--- src/rtl/seg_scan_pkg.sv ---
// Shared types and elaboration helpers for the seven-segment scan controller.
package seg_scan_pkg;

  typedef enum logic [1:0] {
    ST_IDLE = 2'd0,
    ST_ON   = 2'd1,
    ST_DEAD = 2'd2
  } scan_state_e;

  function automatic int clog2(input int value);
    int res;
    res = 0;
    for (int p = 1; p < value; p = p * 2) res++;
    return res;
  endfunction

  // All anodes off for an n-digit display (anodes are active-low).
  function automatic logic [63:0] an_off(input int n);
    return (n >= 64) ? {64{1'b1}} : ((64'd1 << n) - 64'd1);
  endfunction

  function automatic bit params_legal(input int nd, input int dw, input int div, input int dead);
    return (nd >= 2) && (dw >= 1) && (div >= 2) && (dead >= 0) && (dead < div);
  endfunction

endpackage

--- src/rtl/scan_timer.sv ---
// Slot timer for the scan controller: slot counter, digit index, ON/DEAD
// sequencing and the frame-start pulse.
//   state   | meaning
//   IDLE    | scanning stopped, anodes dark
//   ON      | current digit may drive its anode
//   DEAD    | tail of the slot, all anodes dark (anti-ghosting)
module scan_timer
  import seg_scan_pkg::*;
#(
  parameter int NUM_DIGITS  = 4,
  parameter int REFRESH_DIV = 100000,
  parameter int DEAD_CYCLES = 2000,
  parameter int CNT_W       = 17,
  parameter int IDX_W       = 2
) (
  input  logic             clk,
  input  logic             rst,
  input  logic             en,
  output scan_state_e      state,
  output logic [IDX_W-1:0] idx,
  output logic             load,
  output logic             frame_start
);

  localparam logic [CNT_W-1:0] ON_LAST   = CNT_W'(REFRESH_DIV - DEAD_CYCLES - 1);
  localparam logic [CNT_W-1:0] SLOT_LAST = CNT_W'(REFRESH_DIV - 1);
  localparam logic [IDX_W-1:0] IDX_LAST  = IDX_W'(NUM_DIGITS - 1);
  localparam bit               HAS_DEAD  = (DEAD_CYCLES > 0);

  scan_state_e      state_nxt;
  logic [CNT_W-1:0] cnt, cnt_nxt;
  logic [IDX_W-1:0] idx_nxt;
  logic             advance;

  always_ff @(posedge clk or posedge rst) begin
    if (rst) begin
      state       <= ST_IDLE;
      cnt         <= '0;
      idx         <= '0;
      frame_start <= 1'b0;
    end else begin
      state       <= state_nxt;
      cnt         <= cnt_nxt;
      idx         <= idx_nxt;
      frame_start <= load;
    end
  end

  always_comb begin
    state_nxt = state;
    cnt_nxt   = cnt + 1'b1;
    idx_nxt   = idx;
    load      = 1'b0;
    advance   = 1'b0;
    if (!en) begin
      state_nxt = ST_IDLE;
      cnt_nxt   = '0;
      idx_nxt   = '0;
    end else begin
      case (state)
        ST_IDLE: begin
          state_nxt = ST_ON;
          cnt_nxt   = '0;
          idx_nxt   = '0;
          load      = 1'b1;
        end
        ST_ON: begin
          if (cnt == ON_LAST) begin
            if (HAS_DEAD) state_nxt = ST_DEAD;
            else          advance   = 1'b1;
          end
        end
        ST_DEAD: begin
          if (cnt == SLOT_LAST) advance = 1'b1;
        end
        default: begin
          state_nxt = ST_IDLE;
          cnt_nxt   = '0;
          idx_nxt   = '0;
        end
      endcase
    end
    // Wrapping past the last digit starts a new frame with a fresh snapshot.
    if (advance) begin
      state_nxt = ST_ON;
      cnt_nxt   = '0;
      if (idx == IDX_LAST) begin
        idx_nxt = '0;
        load    = 1'b1;
      end else begin
        idx_nxt = idx + 1'b1;
      end
    end
  end

endmodule

--- src/rtl/seg_scan_ctrl.sv ---
// N-digit seven-segment scan controller: per-frame snapshot of digits and
// blank mask, leading-zero suppression and anode/digit decode.
module seg_scan_ctrl
  import seg_scan_pkg::*;
#(
  parameter int  NUM_DIGITS  = 4,
  parameter int  DIGIT_W     = 4,
  parameter int  REFRESH_DIV = 100000,
  parameter int  DEAD_CYCLES = 2000,
  localparam int IDX_W       = clog2(NUM_DIGITS)
) (
  input  logic                          clk,
  input  logic                          rst,
  input  logic                          en,
  input  logic [NUM_DIGITS*DIGIT_W-1:0] digits_in,
  input  logic [NUM_DIGITS-1:0]         blank_mask,
  input  logic                          lz_en,
  output logic [DIGIT_W-1:0]            num,
  output logic [NUM_DIGITS-1:0]         an_sel,
  output logic [IDX_W-1:0]              digit_idx,
  output logic                          frame_start
);

  localparam int                   CNT_W   = clog2(REFRESH_DIV);
  localparam logic [63:0]          AN_WIDE = an_off(NUM_DIGITS);
  localparam logic [NUM_DIGITS-1:0] AN_OFF = AN_WIDE[NUM_DIGITS-1:0];
  localparam logic [NUM_DIGITS-1:0] AN_MSB = {1'b1, {(NUM_DIGITS-1){1'b0}}};

  if (!params_legal(NUM_DIGITS, DIGIT_W, REFRESH_DIV, DEAD_CYCLES)) begin : g_bad_params
    $error("seg_scan_ctrl: illegal parameter combination");
  end

  scan_state_e                   state;
  logic [IDX_W-1:0]              idx;
  logic                          load;
  logic [NUM_DIGITS*DIGIT_W-1:0] snap_d;
  logic [NUM_DIGITS-1:0]         snap_b;
  logic [NUM_DIGITS-1:0]         nz_from;
  logic                          nz_acc;
  logic                          suppressed;

  scan_timer #(
    .NUM_DIGITS  (NUM_DIGITS),
    .REFRESH_DIV (REFRESH_DIV),
    .DEAD_CYCLES (DEAD_CYCLES),
    .CNT_W       (CNT_W),
    .IDX_W       (IDX_W)
  ) u_timer (
    .clk         (clk),
    .rst         (rst),
    .en          (en),
    .state       (state),
    .idx         (idx),
    .load        (load),
    .frame_start (frame_start)
  );

  always_ff @(posedge clk or posedge rst) begin
    if (rst) begin
      snap_d <= '0;
      snap_b <= '0;
    end else if (load) begin
      snap_d <= digits_in;
      snap_b <= blank_mask;
    end
  end

  // nz_from[i] is set when any snapshotted digit at position i or above is non-zero.
  always_comb begin
    nz_from = '0;
    nz_acc  = 1'b0;
    for (int i = NUM_DIGITS - 1; i >= 0; i--) begin
      nz_acc     = nz_acc | (snap_d[i*DIGIT_W +: DIGIT_W] != '0);
      nz_from[i] = nz_acc;
    end
  end

  // lz_en is deliberately live so suppression can be toggled mid-frame.
  assign suppressed = lz_en && (idx != '0) && !nz_from[idx];
  assign digit_idx  = idx;

  always_comb begin
    num    = '0;
    an_sel = AN_OFF;
    if (state != ST_IDLE) begin
      num = snap_d[idx*DIGIT_W +: DIGIT_W];
      if ((state == ST_ON) && !snap_b[idx] && !suppressed) begin
        an_sel = ~(AN_MSB >> idx);
      end
    end
  end

endmodule

--- config.mk ---
export PLATFORM = sky130hd
export DESIGN_NAME = seg_scan_ctrl
export DESIGN_NICKNAME = d
export VERILOG_FILES = /design/src/rtl/seg_scan_pkg.sv /design/src/rtl/scan_timer.sv /design/src/rtl/seg_scan_ctrl.sv
export SDC_FILE = /design/constraint.sdc
export NUM_CORES = 1
export LEC_CHECK = 0
export ABC_CLOCK_PERIOD_IN_PS = 2900
export CORE_MARGIN = 4
export CORE_UTILIZATION = 48
export CTS_CLUSTER_DIAMETER = 150
export DETAILED_ROUTE_END_ITERATION = 10
export GPL_TIMING_DRIVEN = 0
export HOLD_SLACK_MARGIN = 0.1
export MAX_ROUTING_LAYER = met4
export PLACE_DENSITY_LB_ADDON = 0.3
export SLEW_MARGIN = 40
export SYNTH_ARGS = -nofsm -noshare
export SYNTH_HDL_FRONTEND = slang
export SYNTH_SLANG_ARGS = --single-unit
--- constraint.sdc ---
create_clock -name clk -period 2.9 [get_ports clk]
set_clock_uncertainty 0.1 [all_clocks]
set_input_delay 0.87 -clock clk [delete_from_list [all_inputs] [get_ports clk]]
set_output_delay 0.87 -clock clk [all_outputs]
set_load 0.02 [all_outputs]
==> results_dict.tcl, run 1 <==
set metrics [dict create \
    fin_crit_sh_pct 99.7 \
    layout.nets 268 \
    async_flop_share_pct 100 \
    r2r_end "snap_d[9]" \
    die_h_um 77.7 \
    n_antenna_cell 0 \
    path_clk_slew_ns 0.07 \
    drt_iter0_markers 78 \
    worstPathCellList "clkdlybuf4s50_1, nand3b_1, a211o_1, nand3_1, buf_4" \
    drv_cap 0 \
    crit-reg2reg-launch "u_timer.cnt[0]" \
    synth_nets 223 \
    mostFrequentLayoutCell "dfrtp_1" \
    io_buffers 33 \
    placed_cells 290 \
    place_congestion 0.817 \
    final_cell_count_no_fill 302 \
    grt_max_degree 43 \
    setup_viol 0 \
    cts_tree "yes" \
    syn_to_final_growth_pct 23.4 \
    io-pin-count 35 \
    dominantRegCellSynth "dfrtp_1" \
    grt_pass1_wl_um 7940 \
    rows 25 \
    clkSinkCount 42 \
    max-slew-margin-rel_pct 65.4 \
    p_leak_nw 1.22 \
    yosysSeqAreaShare_pct 45.0 \
    reg2reg_slack_ns 0.72 \
    hp-start "u_timer.cnt[0]" \
    synth_top_area_share_pct 45.0 \
    finalHoldViolCount 0 \
    ys_ff_latch 42 \
    die_width_um 77.7 \
    grt_pass1_vias 1623 \
    yosys_warnings 0 \
    hp-class "reg2reg" \
    max_clock_freq_ghz 0.346 \
    drive_gt1_share_pct 24.3 \
    tightest_slew_ns 0.519 \
    final_cell_mix "dfrtp_1, clkdlybuf4s50_1, mux2_4" \
    postRouteAntennaNets 0 \
    fp.dieArea_um2 6040 \
    cp_max_fo 3 \
    antenna_found_initial 0 \
    synth_area_um2 2330 \
    post_synth_inst_count 190 \
    vias_per_cell 5.33 \
    via_count 1610 \
    multi_input_area_um2 1180 \
    clkLatencyLatePin_ns 0.29 \
    post-route-min-period_ns 2.89 \
    drv_slew 0 \
    core_area_um2 4720 \
    ys_types 43 \
    yosys.area.top_type "dfrtp_1" \
    drc_errors 0 \
    synth_edf_count 0 \
    cts_buffer_depth 2 \
    whs_ns 0.391 \
    rr_worst_depth 8 \
    grt.overflow.total 0 \
    avgSynthCellArea_um2 12.3 \
    track_usage_pct 17.1 \
    critPathLaunch "lz_en" \
    grt_setup_unrepaired "true" \
    crit_slowest_cell "clkdlybuf4s50_1" \
    synth_area_leaders "dfrtp_1, mux2_4, ha_1" \
    n_fill_cell 371 \
    cp.arrival_ns 1.92 \
    dp_hpwl_um 3350 \
    max_stage_delay_ns 0.46 \
    ctsHoldBuffers 0 \
    cp-start-kind "input port" \
    run_status "finished clean" \
    first_pass_iters 4 \
    ctsHtreeMaxLevel 2 \
    ir_drop_v 0.000362 \
    cp-end-kind "output port" \
    cts_root_buffer "clkbuf_8" \
    drt_wl_total_um 4730 \
    routedWlPerCell_um 15.6 \
    numCtsBuffers 5 \
    initial_core_util_pct 49.4 \
    required_ns 1.93 \
    seq_area_um2 1050 \
    power_density_nw_per_um2 649 \
    worstSetupPathType "in2out" \
    cp-endpoint "an_sel[0]" \
]
[worst min path at each step]
stage	slack (ns)	cells past startpoint	endpoint
floorplan	0.35	1	u_timer.cnt[0]
global placement	0.37	1	u_timer.cnt[0]
detailed placement	0.39	1	u_timer.cnt[0]
CTS	0.40	1	u_timer.cnt[0]
global route	0.42	1	u_timer.cnt[0]
finish	0.39	1	u_timer.cnt[0]
[where the power goes]
part / switching (W) / internal (W) / leakage, nW
clock network: 0.000183 / 0.000166 / 0.0383
logic: 0.000257 / 0.000396 / 0.645
registers: 0.000133 / 0.000732 / 0.537
total: 0.000573 / 0.00129 / 1.22
[synth_stat cells (2+ instances only)]
master and count:
dfrtp_1 42, mux2_4 19, nor2_1 15, ha_1 9, nand3_1 9, xor2_1 9
nand2_1 8, inv_1 7, a21oi_1 6, mux4_2 5, nand4_1 5, and4_1 4
clkbuf_1 4, nor2b_1 4, nor4_1 4, o31ai_1 3, or4_1 3, and4_4 2
and4bb_2 2, buf_12 2, buf_6 2, mux2_2 2, nor4b_1 2, o21ai_0 2
xnor2_1 2
[layer usage]
metal	part of all wire, %	global-route usage [%]	up-vias
met5	0	-	-
met4	0.76	4.45	0
met3	4.8	3.71	4
met2	45	25.2	36
met1	49	24.1	795
li1	-	-	775
[metrics by stage]
stage | setup TNS [ns] | setup WS (ns) | total power, W | instance area, µm² | utilization, %
floorplan | 0 | 0.0812 | 0.00132 | 2330 | -
global placement | -1.62 | -0.435 | 0.00151 | 2750 | 58.2
detailed placement | -1.59 | -0.452 | 0.00153 | 2750 | 58.3
CTS | 0 | 0.00621 | 0.00187 | 2840 | 60.1
global route | -0.218 | -0.0591 | 0.00197 | 2880 | 61.0
finish | 0 | 0.00789 | 0.00187 | 2880 | 61.0
[flip-flops by register name (all words and copies together), names as in the netlist]
| name | count |
|---|---|
| u_timer.frame_start | 1 |
| snap_d | 16 |
| u_timer.state | 2 |
| u_timer.cnt | 17 |
| u_timer.idx | 2 |
| snap_b | 4 |
[worst max-delay path, delay by kind of cell]
family	cells	cell delay, ns
simple gates	2	0.18
compound gates	1	0.27
buf+inv	2	0.60
[logic make-up after synthesis]
group           count (synthesis)  share of synthesized area (%)
simple gates                   64                           16.4
flops                          42                           45.0
mux                            26                           18.0
compound gates                 21                           6.65
buf+inv                        17                           4.99
xor+xnor                       11                           4.13
fa+ha+maj                       9                           4.83
[area by class of cell]
| cell class | count | area share (%) |
|---|---|---|
| multi-input combinational | 131 | 41.1 |
| buffer | 10 | 3.65 |
| sequential | 42 | 36.5 |
| timing repair buffer | 38 | 12.2 |
| clock buffer | 7 | 2.65 |
| tap | 67 | 2.91 |
| inverter | 7 | 1.00 |
[timing repair]
item                                    in CTS  in global routing
pin swaps                                    0                  1
gates resized for setup                     27                  5
endpoints found under the setup margin       8                  4
setup buffers                                1                  4
(Power assumes the default switching activity.)
==> run 2: changes to the inputs <==
Settings changed: REMOVE_ABC_BUFFERS set to 1.
==> run 2 against run 1 <==
  * Utilization is 0.56 points lower
  * Highest routed layer unchanged
  * Design area down 0.91%
  * Worst setup slack better by 0.017 ns
  * Critical path depth stayed put
  * Critical path type is now reg2out
  * Combinational power is 5.5% lower
  * Critical endpoint unchanged
  * Sequential share of layout area grew 0.42 points
  * Sequential cell count stayed put
  * Non-clock buffer count down 6
  * Routed wire length increased by 0.55%
  * Sequential power up 2%
==> results_dict.tcl, run 2 (same netlist as run 1, synthesis figures left out) <==
set metrics [dict create \
    syn_to_final_growth_pct 22.3 \
    finalHoldViolCount 0 \
    io-pin-count 35 \
    core_area_um2 4720 \
    total_power_w 0.00188 \
    rows 25 \
    path_clk_slew_ns 0.08 \
    grt_pass1_vias 1564 \
    max_clock_freq_ghz 0.348 \
    setup_viol 0 \
    layout.nets 262 \
    initial_core_util_pct 49.4 \
    drt_wl_total_um 4750 \
    clock_power_share_pct 20.3 \
    ir_drop_v 0.000331 \
    power_density_nw_per_um2 659 \
    cts_tree "yes" \
    max-slew-margin-rel_pct 56.8 \
    worstSetupPathType "reg2out" \
    intPower_w 0.00127 \
    n_antenna_cell 0 \
    clkSinkCount 42 \
    numCtsBuffers 5 \
    max_stage_delay_ns 0.56 \
    required_ns 1.93 \
    grt_setup_unrepaired "true" \
    whs_ns 0.382 \
    grt_max_degree 43 \
    p_comb_share_pct 32.9 \
    netSwitchingFraction_pct 32.3 \
    reg.largest.list "u_timer.cnt x17, snap_d x16, snap_b x4" \
    top_register "u_timer.cnt" \
    routedWlPerCell_um 16.0 \
    cp.arrival_ns 1.90 \
    grt.overflow.total 0 \
    hp-class "reg2reg" \
    drt_iter0_markers 65 \
    fin_crit_sh_pct 99.1 \
    cpLargestDelayFamily "multiplexers" \
    largest_reg_flops 17 \
    p_switching_w 0.000607 \
    drv_slew 0 \
    p_leak_nw 1.19 \
    postRouteAntennaNets 0 \
    antenna_found_initial 0 \
    cp-end-kind "output port" \
    clkLatencyLatePin_ns 0.30 \
    run_status "finished clean" \
    mostFrequentLayoutCell "dfrtp_1" \
    tightest_slew_ns 0.647 \
    cp-start-kind "flip-flop" \
    drive_gt1_share_pct 25.7 \
    drc_errors 0 \
    fp.dieArea_um2 6040 \
    cp_max_fo 4 \
    cts_buffer_depth 2 \
    via_count 1609 \
    drv_cap 0 \
    dp_hpwl_um 3200 \
    worstPathCellList "mux4_2, nor3b_4, buf_4, nand3_2, buf_6" \
    die_width_um 77.7 \
    first_pass_iters 4 \
    cts_root_buffer "clkbuf_8" \
    post-route-min-period_ns 2.87 \
    place_congestion 0.802 \
    seqPwrFrac_pct 46.9 \
    final_cell_mix "dfrtp_1, clkdlybuf4s50_1, mux2_4" \
    critPathBufInv 2 \
    io_buffers 34 \
    track_usage_pct 16.8 \
    crit_slowest_cell "mux4_2" \
    grt_pass1_wl_um 7870 \
    ctsHtreeMaxLevel 2 \
    die_h_um 77.7 \
    vias_per_cell 5.42 \
]
## run 2: cell types whose count changed in the layout (fill, tap and decap cells not counted), moves of 2 or more
| cell | delta |
|---|---|
| dfrtp_2 | +2 |
| clkdlybuf4s15_1 | +3 |
| buf_4 | -4 |
| dlygate4sd2_1 | -2 |
| dfrtp_1 | -2 |
| clkbuf_1 | -3 |
## run 2: stage by stage
stage | util (%) | area, µm² | std cells | setup slack [ns] | TNS [ns]
2_1_floorplan | - | 2240 | 180 | 0.117 | 0
3_3_place_gp | 56.5 | 2670 | 281 | -0.458 | -1.66
3_5_place_dp | 56.5 | 2670 | 281 | -0.494 | -1.76
4_1_cts | 59.3 | 2800 | 293 | 0.00985 | 0
5_1_grt | 60.4 | 2850 | 297 | -0.0203 | -0.0462
6_report | 60.4 | 2850 | 297 | 0.0253 | 0
## run 2: layout make-up
cell class              instances  area (µm²)
repair buffers                 42         400
multi-input cells             131        1200
inverters                       7        28.8
fillers                       398        1870
clock buffers                   6        72.6
clock inverters                 2        13.8
well taps                      67        83.8
flip-flops and latches         42        1050
## run 2: routing by layer
layer | global-route usage (%) | wire length, µm | up-vias
met5 | - | 0 | -
met1 | 23.3 | 2260 | 803
met2 | 24.5 | 2230 | 31
met3 | 4.18 | 202 | 7
li1 | - | - | 768
met4 | 4.80 | 53 | 0
## run 2: timing repair
action                     in CTS  in global routing
setup buffers                   4                  4
hold buffers                    0                  0
pin swaps                       1                  2
setup endpoints to repair       8                  4
gates resized for setup        28                  7
## run 2: worst register-to-register path: stages (launching register included)
cell     delay (ns)
dfrtp_1        0.39
ha_1           0.23
and4_4         0.29
and4_4         0.27
a22o_4         0.37
mux2_2         0.39
## run 2: worst paths after layout
check	depth (start not counted)	end	startpoint	slack [ns]
max reg2reg	5	snap_d[12]	u_timer.cnt[0]	0.74
max	5	an_sel[0]	u_timer.idx[0]	0.03
min	1	u_timer.cnt[0]	u_timer.cnt[0]	0.38
min reg2reg	1	u_timer.cnt[0]	u_timer.cnt[0]	0.38
min in group asynchronous	2	u_timer.frame_start	rst	0.87
max in group asynchronous	2	u_timer.idx[0]	rst	1.43
## run 2: power groups by stage
| stage | clock network [W] | logic (W) | registers (W) |
|---|---|---|---|
| floorplan | 0 | 0.000455 | 0.000821 |
| global placement | 0 | 0.000598 | 0.000864 |
| detailed placement | 0 | 0.000610 | 0.000867 |
| CTS | 0.000392 | 0.000609 | 0.000862 |
| global route | 0.000415 | 0.000663 | 0.000898 |
| finish | 0.000381 | 0.000617 | 0.000881 |
==> run 3: changes to the inputs <==
Settings changed: CORE_UTILIZATION 48 to 27.
==> run 3 against run 2 <==
  * Worst setup slack better by 0.013 ns
  * Critical endpoint is now an_sel[2]
  * Largest cell class unchanged
  * Critical path type unchanged
  * Die area is 69% higher
  * Sequential power is 2% lower
==> results_dict.tcl, run 3 (same netlist as run 1, synthesis figures left out) <==
set metrics [dict create \
    required_ns 1.93 \
    syn_to_final_growth_pct 23.6 \
    cp.arrival_ns 1.89 \
    hp-class "reg2reg" \
    initial_core_util_pct 28.1 \
    drt_wl_total_um 4890 \
    reg2reg_slack_ns 0.75 \
    r2r_end "snap_d[12]" \
    routedWlPerCell_um 14.7 \
    core_area_um2 8300 \
    rows 33 \
    setup_viol 0 \
    clkSinkCount 42 \
    via_count 1548 \
    ctsHtreeMaxLevel 2 \
    grt_setup_unrepaired "false" \
    hold_path_end "u_timer.cnt[0]" \
    run_status "finished clean" \
    fin_crit_sh_pct 98.7 \
    numCtsBuffers 5 \
    grt_pass1_vias 1587 \
    wl_met3_um 83 \
    die_width_um 101 \
    finalHoldViolCount 0 \
    rr_worst_depth 5 \
    cp-end-kind "output port" \
    final_cell_mix "dfrtp_1, clkdlybuf4s50_1, mux2_4" \
    power_density_nw_per_um2 650 \
    ir_drop_v 0.000258 \
    crit-reg2reg-launch "u_timer.cnt[0]" \
    total_power_w 0.00188 \
    reg.largest.list "u_timer.cnt x17, snap_d x16, snap_b x4" \
    cp_max_fo 4 \
    mostFrequentLayoutCell "dfrtp_1" \
    track_usage_pct 10.4 \
    layout.nets 259 \
    first_pass_iters 4 \
    tightest_slew_ns 0.663 \
    fp.dieArea_um2 10200 \
    postRouteAntennaNets 0 \
    wl_met1_um 2450 \
    max-slew-margin-rel_pct 55.8 \
    grt_pass1_wl_um 8080 \
    grt.overflow.total 0 \
    worstSetupPathType "reg2out" \
    grt_max_degree 43 \
    drive_gt1_share_pct 25.1 \
    io_buffers 34 \
    io-pin-count 35 \
    drv_slew 0 \
    antenna_found_initial 0 \
    n_antenna_cell 0 \
    min_path_cells 1 \
    drv_cap 0 \
    clkLatencyLatePin_ns 0.31 \
    drc_errors 0 \
    die_h_um 101 \
    pre_cts_slack_ns -0.519 \
    place_congestion 0.888 \
    hp-start "u_timer.cnt[0]" \
    largest_reg_flops 17 \
    drt_iter0_markers 81 \
    cts_buffer_depth 2 \
    vias_per_cell 4.66 \
    cp-start-kind "flip-flop" \
    dp_hpwl_um 3500 \
    post-route-min-period_ns 2.86 \
    max_clock_freq_ghz 0.349 \
    wl_met2_um 2280 \
    cts_root_buffer "clkbuf_8" \
    setup_slack_ns 0.0378 \
    ctsHoldBuffers 0 \
    p_leak_nw 1.19 \
    top_layer_used "met4" \
    path_clk_slew_ns 0.10 \
    cts_tree "yes" \
    top_register "u_timer.cnt" \
]
==> run 3: worst max-delay path by stage <==
stage,end,slack [ns],depth (start not counted),from
final,an_sel[2],0.04,4,u_timer.idx[0]
after global routing,an_sel[2],0.005,7,u_timer.idx[0]
after CTS,an_sel[0],-0.01,7,u_timer.idx[0]
after detailed placement,an_sel[0],-0.52,5,lz_en
after global placement,an_sel[0],-0.48,5,lz_en
after floorplan,an_sel[0],0.12,3,u_timer.idx[0]
==> run 3: layout make-up <==
class	count	area [µm²]
inverters	7	28.8
repair buffers	39	383
flip-flops and latches	42	1050
clock buffers	5	68.8
clock inverters	3	26.3
well taps	105	131
fillers	813	5410
multi-input cells	131	1190
==> run 3: critical path, stage by stage, from the launching register on <==
cell and delay, ns:
dfrtp_2 0.41, mux4_2 0.55, nor3b_4 0.29, nand3_1 0.14
buf_4 0.18
==> run 3: per-layer routing <==
metal | vias to the layer above | global-route usage (%)
met5 | - | -
met4 | 0 | 3.37
met3 | 7 | 2.08
met2 | 17 | 15.7
met1 | 757 | 14.0
li1 | 767 | -
==> run 3: metrics by stage <==
step | instance area [µm²] | std cells | hold slack (ns) | setup TNS (ns) | utilization, %
finish | 2890 | 332 | 0.387 | 0 | 34.8
global route | 2890 | 332 | 0.417 | 0 | 34.8
CTS | 2840 | 329 | 0.388 | -0.0176 | 34.2
detailed placement | 2720 | 319 | 0.375 | -1.90 | 32.7
global placement | 2720 | 319 | 0.370 | -1.81 | 32.7
floorplan | 2240 | 180 | 0.348 | 0 | -
==> run 3: repair_timing <==
| item | 4_1_cts | 5_1_grt |
|---|---|---|
| setup endpoints to repair | 8 | 4 |
| endpoints found under the hold margin | 0 | 0 |
| resized for setup | 29 | 5 |
| pin swaps | 2 | 1 |
| setup buffers | 2 | 3 |
==> run 3: report_power, final <==
group,total (W),leakage [nW],switching (W),internal [W]
clock network,0.000408,0.0495,0.000229,0.000179
logic,0.000603,0.606,0.000243,0.000360
registers,0.000865,0.533,0.000133,0.000732
total,0.00188,1.19,0.000606,0.00127
